$ cat src/rtl/hub_arb.sv
// hub_arb: round-robin hub memory scheduler, 2-clock access slots; ack + cog_q two edges after issue.
// No backpressure: cog_req is held until its ack. Define HUB_ARB_SKIP_EN to grant the next requesting cog instead of a fixed rotation.
module hub_arb #(
    parameter  int COGS = 8,
    localparam int SW   = $clog2(COGS)
) (
    input  logic               clk_cog,
    input  logic               res,
    input  logic [COGS-1:0]    cog_req,
    input  logic [COGS-1:0]    cog_w,
    input  logic [4*COGS-1:0]  cog_wb,
    input  logic [14*COGS-1:0] cog_a,
    input  logic [32*COGS-1:0] cog_d,
    output logic [COGS-1:0]    cog_ack,
    output logic [31:0]        cog_q,
    output logic [SW-1:0]      hub_slot,
    output logic               ena_bus,
    output logic               mem_w,
    output logic [3:0]         mem_wb,
    output logic [13:0]        mem_a,
    output logic [31:0]        mem_d,
    input  logic [31:0]        mem_q
);

    typedef enum logic {
        PH_ISSUE  = 1'b0,
        PH_RETIRE = 1'b1
    } ph_e;

    ph_e             ph_q, ph_d;
    logic [SW-1:0]   ptr_q, ptr_d;
    logic [SW-1:0]   slot_q, slot_d;
    logic            gnt_q, gnt_d;
    logic            pend_vld_q, pend_vld_d;
    logic [SW-1:0]   pend_cog_q, pend_cog_d;
    logic            ena_q, ena_d;
    logic            mem_w_q, mem_w_d;
    logic [3:0]      mem_wb_q, mem_wb_d;
    logic [13:0]     mem_a_q, mem_a_d;
    logic [31:0]     mem_d_q, mem_d_d;
    logic [COGS-1:0] ack_q, ack_d;
    logic [31:0]     cog_q_q, cog_q_d;

    logic [SW-1:0]   sel;
    logic            sel_vld;

`ifdef HUB_ARB_SKIP_EN
    // First requester at or after ptr, with wrap; idle slot falls back to ptr.
    always_comb begin
        logic [SW-1:0] cand;
        cand    = '0;
        sel     = ptr_q;
        sel_vld = 1'b0;
        for (int i = 0; i < COGS; i++) begin
            cand = SW'(ptr_q + SW'(i));
            if (!sel_vld && cog_req[cand]) begin
                sel_vld = 1'b1;
                sel     = cand;
            end
        end
    end
`else
    always_comb begin
        sel     = ptr_q;
        sel_vld = cog_req[ptr_q];
    end
`endif

    always_comb begin
        ph_d       = ph_q;
        ptr_d      = ptr_q;
        slot_d     = slot_q;
        gnt_d      = gnt_q;
        pend_vld_d = pend_vld_q;
        pend_cog_d = pend_cog_q;
        ena_d      = ena_q;
        mem_w_d    = mem_w_q;
        mem_wb_d   = mem_wb_q;
        mem_a_d    = mem_a_q;
        mem_d_d    = mem_d_q;
        ack_d      = '0;
        cog_q_d    = cog_q_q;

        if (ph_q == PH_ISSUE) begin
            ph_d   = PH_RETIRE;
            ena_d  = 1'b1;
            slot_d = sel;
            gnt_d  = sel_vld;
            if (sel_vld) begin
                mem_w_d  = cog_w[sel];
                mem_wb_d = cog_wb[4*sel +: 4];
                mem_a_d  = cog_a[14*sel +: 14];
                mem_d_d  = cog_d[32*sel +: 32];
            end else begin
                mem_w_d  = 1'b0;
                mem_wb_d = 4'h0;
            end
            // Data for the previous slot's access is on mem_q by now.
            if (pend_vld_q) begin
                cog_q_d            = mem_q;
                ack_d[pend_cog_q]  = 1'b1;
            end
            pend_vld_d = 1'b0;
        end else begin
            ph_d       = PH_ISSUE;
            ena_d      = 1'b0;
            ptr_d      = SW'(slot_q + SW'(1));
            pend_vld_d = gnt_q;
            pend_cog_d = slot_q;
        end
    end

    always_ff @(posedge clk_cog or posedge res) begin
        if (res) begin
            ph_q       <= PH_ISSUE;
            ptr_q      <= '0;
            slot_q     <= '0;
            gnt_q      <= 1'b0;
            pend_vld_q <= 1'b0;
            pend_cog_q <= '0;
            ena_q      <= 1'b0;
            mem_w_q    <= 1'b0;
            mem_wb_q   <= 4'h0;
            mem_a_q    <= 14'h0;
            mem_d_q    <= 32'h0;
            ack_q      <= '0;
            cog_q_q    <= 32'h0;
        end else begin
            ph_q       <= ph_d;
            ptr_q      <= ptr_d;
            slot_q     <= slot_d;
            gnt_q      <= gnt_d;
            pend_vld_q <= pend_vld_d;
            pend_cog_q <= pend_cog_d;
            ena_q      <= ena_d;
            mem_w_q    <= mem_w_d;
            mem_wb_q   <= mem_wb_d;
            mem_a_q    <= mem_a_d;
            mem_d_q    <= mem_d_d;
            ack_q      <= ack_d;
            cog_q_q    <= cog_q_d;
        end
    end

    assign cog_ack  = ack_q;
    assign cog_q    = cog_q_q;
    assign hub_slot = slot_q;
    assign ena_bus  = ena_q;
    assign mem_w    = mem_w_q;
    assign mem_wb   = mem_wb_q;
    assign mem_a    = mem_a_q;
    assign mem_d    = mem_d_q;

endmodule

$ cat config.mk
export PLATFORM = sky130hd
export DESIGN_NAME = hub_arb
export DESIGN_NICKNAME = d
export VERILOG_FILES = /design/src/rtl/hub_arb.sv
export SDC_FILE = /design/constraint.sdc
export NUM_CORES = 1
export LEC_CHECK = 0
export ABC_CLOCK_PERIOD_IN_PS = 5600
export CAP_MARGIN = 20
export CORE_AREA = 2 2 214 216
export CTS_CLUSTER_DIAMETER = 50
export CTS_CLUSTER_SIZE = 10
export DETAILED_ROUTE_END_ITERATION = 7
export DIE_AREA = 0 0 216 218
export PLACE_DENSITY = 0.46
export SLEW_MARGIN = 20
export SYNTH_ARGS = -nofsm -noshare
export SYNTH_HDL_FRONTEND = slang
export SYNTH_SLANG_ARGS = --single-unit
$ cat constraint.sdc
create_clock -name clk_cog -period 5.6 [get_ports clk_cog]
set_input_delay 1.68 -clock clk_cog [delete_from_list [all_inputs] [get_ports clk_cog]]
set_output_delay 1.68 -clock clk_cog [all_outputs]
set_load 0.01 [all_outputs]
==> results of run 1 <==
-- cells by family after synthesis --
group,Yosys count,share of synthesized area (%)
AOI/OAI and AO/OA,13,1.253
xor gates and xnor gates,1,0.1219
adders and majority gates,1,0.1741
buffers and inverters,48,4.840
DFF,103,35.86
muxes,233,56.15
and+or+nand+nor,26,1.602
-- report_power, final --
group	switching (mW)	internal, mW
Sequential	0.0343	0.802
Combinational	0.168	0.487
Clock	0.333	0.358
-- worst register-to-register path, cell delays in order, from the launching register on --
cell and delay (ns):
dfrtp_4 1.08, nor2b_1 0.27, a22o_4 0.57, buf_4 0.51, mux2_2 0.38
-- cells in the final DEF, fill, tap and decap left out, types with 5 or more instances in the layout --
master / n
a22o_1: 5
buf_4: 7
clkbuf_16: 9
clkdlybuf4s50_1: 544
dfrtp_1: 100
inv_1: 6
mux2_2: 89
mux2_4: 40
mux4_1: 24
mux4_2: 80
nand2_1: 12
nor2_1: 5
o21ai_0: 5
-- registers in the layout (all words and copies together), names as in the netlist --
signal	count
mem_wb	4
mem_a	14
pend_cog_q	3
pend_vld_q	1
mem_d	32
ena_bus	1
mem_w	1
cog_q	32
cog_ack	8
ptr_q	3
hub_slot	3
gnt_q	1
-- through the flow --
| stage | hold slack [ns] | power, mW |
|---|---|---|
| 2_1_floorplan | 0.4483 | 1.022 |
| 3_3_place_gp | 0.4737 | 1.509 |
| 3_5_place_dp | 0.4654 | 1.514 |
| 4_1_cts | 0.4894 | 2.234 |
| 5_1_grt | 0.5111 | 2.302 |
| 6_report | 0.4831 | 2.183 |
-- routing by layer --
metal	routed length (µm)	GRT usage (%)	part of all wire (%)
met1	12770	15.58	39
met2	16730	24.34	51
met3	2555	4.128	7.8
met4	492	3.516	1.5
met5	13	0	0.040
-- final timing paths --
kind                                 start          to  slack, ns  cells past startpoint
worst min register to register       gnt_q  pend_vld_q       0.48                      1
worst max-delay path            cog_req[7]    mem_d[2]       1.99                      5
worst max register to register    ptr_q[1]    mem_d[2]       2.67                      4
min in group asynchronous              res    mem_d[0]       1.77                      2
max in group asynchronous              res   mem_d[27]       2.90                      3
worst min-delay path                 gnt_q  pend_vld_q       0.48                      1
-- area by class of cell --
cell class / instances / area (µm²)
clock inverters: 7 / 86.33
diodes: 1 / 2.502
repair buffers: 552 / 5518
clock buffers: 9 / 225.2
fillers: 4558 / 31420
multi-input cells: 274 / 4273
well taps: 600 / 750.7
flip-flops and latches: 103 / 2589
inverters: 7 / 28.78
==> metrics, run 1 <==
CTS tree yes; Total GRT Usage 13.54%; Resize count post-CTS 0; Placed Cells incl. Taps 1536; DIE WIDTH 216 µm; Synth Cell Area 7187 µm²; most instantiated library cell after synthesis dfrtp_1; Placement Setup Slack 1.595 ns; Layout area overhead 87.46%; Antenna Nets Post-Route 0; critical path's slowest cell a22o_4; Tmin final 3.609 ns; biggest cell delay along the critical path 0.56 ns; Post-DP Area 13160 µm²; # rows 78; Remaining Overflow, GRT 0; HPWL Detailed 26.41 mm; vias per std cell 3.988; Max clock buf depth 2; clock transition at the registers of the reported paths 0.08 ns; Synth area leader dfrtp_1; Slew Limit Fails 0; RSZ-0062 raised after global routing no; CTS Sinks 103; Layout Utilization 30.01%; final worst path period share 64.44%; total core area 44890 µm²; Post-route DRC 0; CP endpoint kind flop; nets 1398; Die Y-Extent 218 µm; worst path bufs/invs 2; die area 47090 µm²; first drt pass iteration count 4; async set-reset flop share out of synthesis 100.0%; Initial Util 16.01%; sequential-to-total area share from yosys stat 35.86%; Synth cell types 26; largest net degree at the start of global routing 60; Root Buffer Master clkbuf_16; ranking of synthesized cells by area dfrtp_1, mux4_2, mux2_2; Skew-Pair Late Insertion Delay 0.36 ns; worst vdd ir 0.1089 mV; share of layout cells above drive strength 1 25.11%; Post-synth top cells dfrtp_1, mux2_2, mux4_2, mux2_4, mux4_1; Syn Inst Count 425; CP Class input port to flop; Num CTS Buffers 9; final weighted congestion in routability-driven placement 0.8165; Setup Buffers After CTS 0; Synth Net Count 876; setup tns final 0 ns; Initial DRC Count 196; main flop type after synthesis dfrtp_1; Hold-fix buffers, CTS 0; Routed WL 32.56 mm; Final setup viols 0; worst setup margin 1.991 ns; H-tree levels 3; CP cell instances clkdlybuf4s50_1 > mux4_2 > a22o_4 > buf_4 > mux2_2; Worst EP required 5.84 ns; Boundary Pins 545; cell family with the largest share of critical-path delay buffers and inverters; number of global-route vias before repair 6827; outcome finished clean; post-synth top area share 35.86%; via count 6193; Synth Warn # 0; fin cells 1553; number of synthesized register bits 103; Slew HR 33.11%; clk_skew 0.01103 ns; Post-synth EDFFs 0; Max Freq 0.2771 GHz; Routed WL per cell 20.97 µm; Startpoint Class input port; arrival time at the worst endpoint 3.85 ns; initial antenna violation count 3; pwr dens 162.0 nW/µm²; crit path max fanout 37; cell area after layout 13470 µm²; IO Port Bufs 544; max_cap viols 0; Final Hold Viols 0; syn_area_per_cell 16.91 µm²; Slew @ Worst Pin 1.003 ns; first-pass GRT wire length 46.52 mm; worst min-delay path class flop to flop; Static Leak 4.875 nW
No activity file was read; power rests on OpenSTA's default activity.
==> inputs of run 2 (changes only) <==
Settings changed: ABC_CLOCK_PERIOD_IN_PS 5600 to 3320.
Clock period 5.6 ns to 3.32 ns, I/O delays scaled along.
==> run 2 against run 1 <==
Net effect:
- final cell count increased by 0.32%
- non-clock buffer count increased by 4
- combinational power increased by 69%
- first-iteration DRC count decreased by 14%
- worst hold slack improved by 0.015 ns
- core utilization increased by 0.19 points
- setup slack got worse by 1.4 ns
- register-to-register slack got worse by 2.0 ns
- routed wire length increased by 1.8%
- critical path type unchanged
==> metrics, run 2 (synthesis gave the netlist of run 1 again) <==
Slew Limit Fails 0; crit path max fanout 52; Skew-Pair Late Insertion Delay 0.37 ns; share of layout cells above drive strength 1 25.42%; CP cell instances clkdlybuf4s50_1 > mux4_2 > a22o_4 > mux2_2; Slew HR 33.06%; Hold-fix buffers, CTS 0; total core area 44890 µm²; Final setup viols 0; Setup Buffers After CTS 0; clk_skew 0.007821 ns; Worst EP required 3.57 ns; worst min-delay path class flop to flop; CP endpoint kind flop; Total GRT Usage 13.56%; most common cell after layout, fill and taps aside clkdlybuf4s50_1; critical path's slowest cell a22o_4; met2 Resource Use GR 24.75%; Initial Util 16.01%; RSZ-0062 raised after global routing no; Boundary Pins 545; final hold slack 0.4984 ns; number of global-route vias before repair 7038; first-pass GRT wire length 46.75 mm; setup tns final 0 ns; Num CTS Buffers 9; biggest cell delay along the critical path 0.69 ns; pwr dens 270.3 nW/µm²; Layout Utilization 30.20%; Max clock buf depth 2; arrival time at the worst endpoint 3.01 ns; Final Hold Viols 0; H-tree levels 3; commonest non-fill, non-tap cells in the layout clkdlybuf4s50_1, dfrtp_1, mux2_2, mux4_2, mux2_4; Root Buffer Master clkbuf_16; max_cap viols 0; M3 GR Usage 3.794%; via count 6277; final worst path period share 82.93%; Die Y-Extent 218 µm; Remaining Overflow, GRT 0; Routed WL per cell 21.28 µm; CTS tree yes; Antenna Nets Post-Route 0; # rows 78; first drt pass iteration count 4; IO Port Bufs 544; Slew @ Worst Pin 1.004 ns; outcome finished clean; GRT busiest layer met2; HPWL Detailed 26.83 mm; largest net degree at the start of global routing 58; Layout area overhead 88.63%; die area 47090 µm²; final weighted congestion in routability-driven placement 0.8416; nets 1402; Resize count post-CTS 0; worst vdd ir 0.1949 mV; vias per std cell 4.029; met1 GRT Util 15.65%; Startpoint Class input port; Max Freq 0.3632 GHz; Post-route DRC 0; DIE WIDTH 216 µm; Placement Setup Slack 0.1561 ns; Tmin final 2.753 ns; Initial DRC Count 168; clock transition at the registers of the reported paths 0.09 ns; CP Class input port to flop; CTS Sinks 103; Static Leak 4.902 nW; Routed WL 33.16 mm; worst setup margin 0.5667 ns; initial antenna violation count 4
==> run 2: routing by layer <==
layer | share of wire (%) | wire, µm
met1 | 39 | 13080
met2 | 51 | 16990
met3 | 7.9 | 2609
met4 | 1.4 | 471
met5 | 0.027 | 9
==> run 2: worst paths after layout <==
kind | to | start | depth (start not counted) | slack [ns]
worst min register to register | pend_vld_q | gnt_q | 1 | 0.50
min in group asynchronous | mem_d[3] | res | 3 | 1.07
worst min-delay path | pend_vld_q | gnt_q | 1 | 0.50
worst max register to register | mem_d[5] | ptr_q[0] | 3 | 0.69
max in group asynchronous | mem_d[24] | res | 3 | 1.65
worst max-delay path | mem_d[2] | cog_req[6] | 4 | 0.57
==> run 2: worst max-delay path, delay by kind of cell <==
kind	cells	cell delay, ns
compound gates	1	0.69
mux	2	0.67
buf+inv	1	0.50
==> run 2: metrics by stage <==
step | area (µm²) | cells | power (mW)
6_report | 13560 | 1558 | 3.664
5_1_grt | 13550 | 1556 | 3.860
4_1_cts | 13550 | 1556 | 3.764
3_5_place_dp | 13240 | 1540 | 2.556
3_3_place_gp | 13240 | 1540 | 2.547
2_1_floorplan | 7191 | 425 | 1.725
==> run 2: final cells by class <==
class	count	area, µm²
fill	4569	31340
timing repair buffer	556	5598
multi-input combinational	274	4273
tap	600	750.7
inverter	7	30.03
clock inverter	7	86.33
sequential	103	2589
clock buffer	9	225.2
antenna	2	5.005
==> run 2: power by group <==
part	switching (mW)	internal, mW
combinational	0.288	0.824
clock	0.604	0.541
sequential	0.0543	1.35
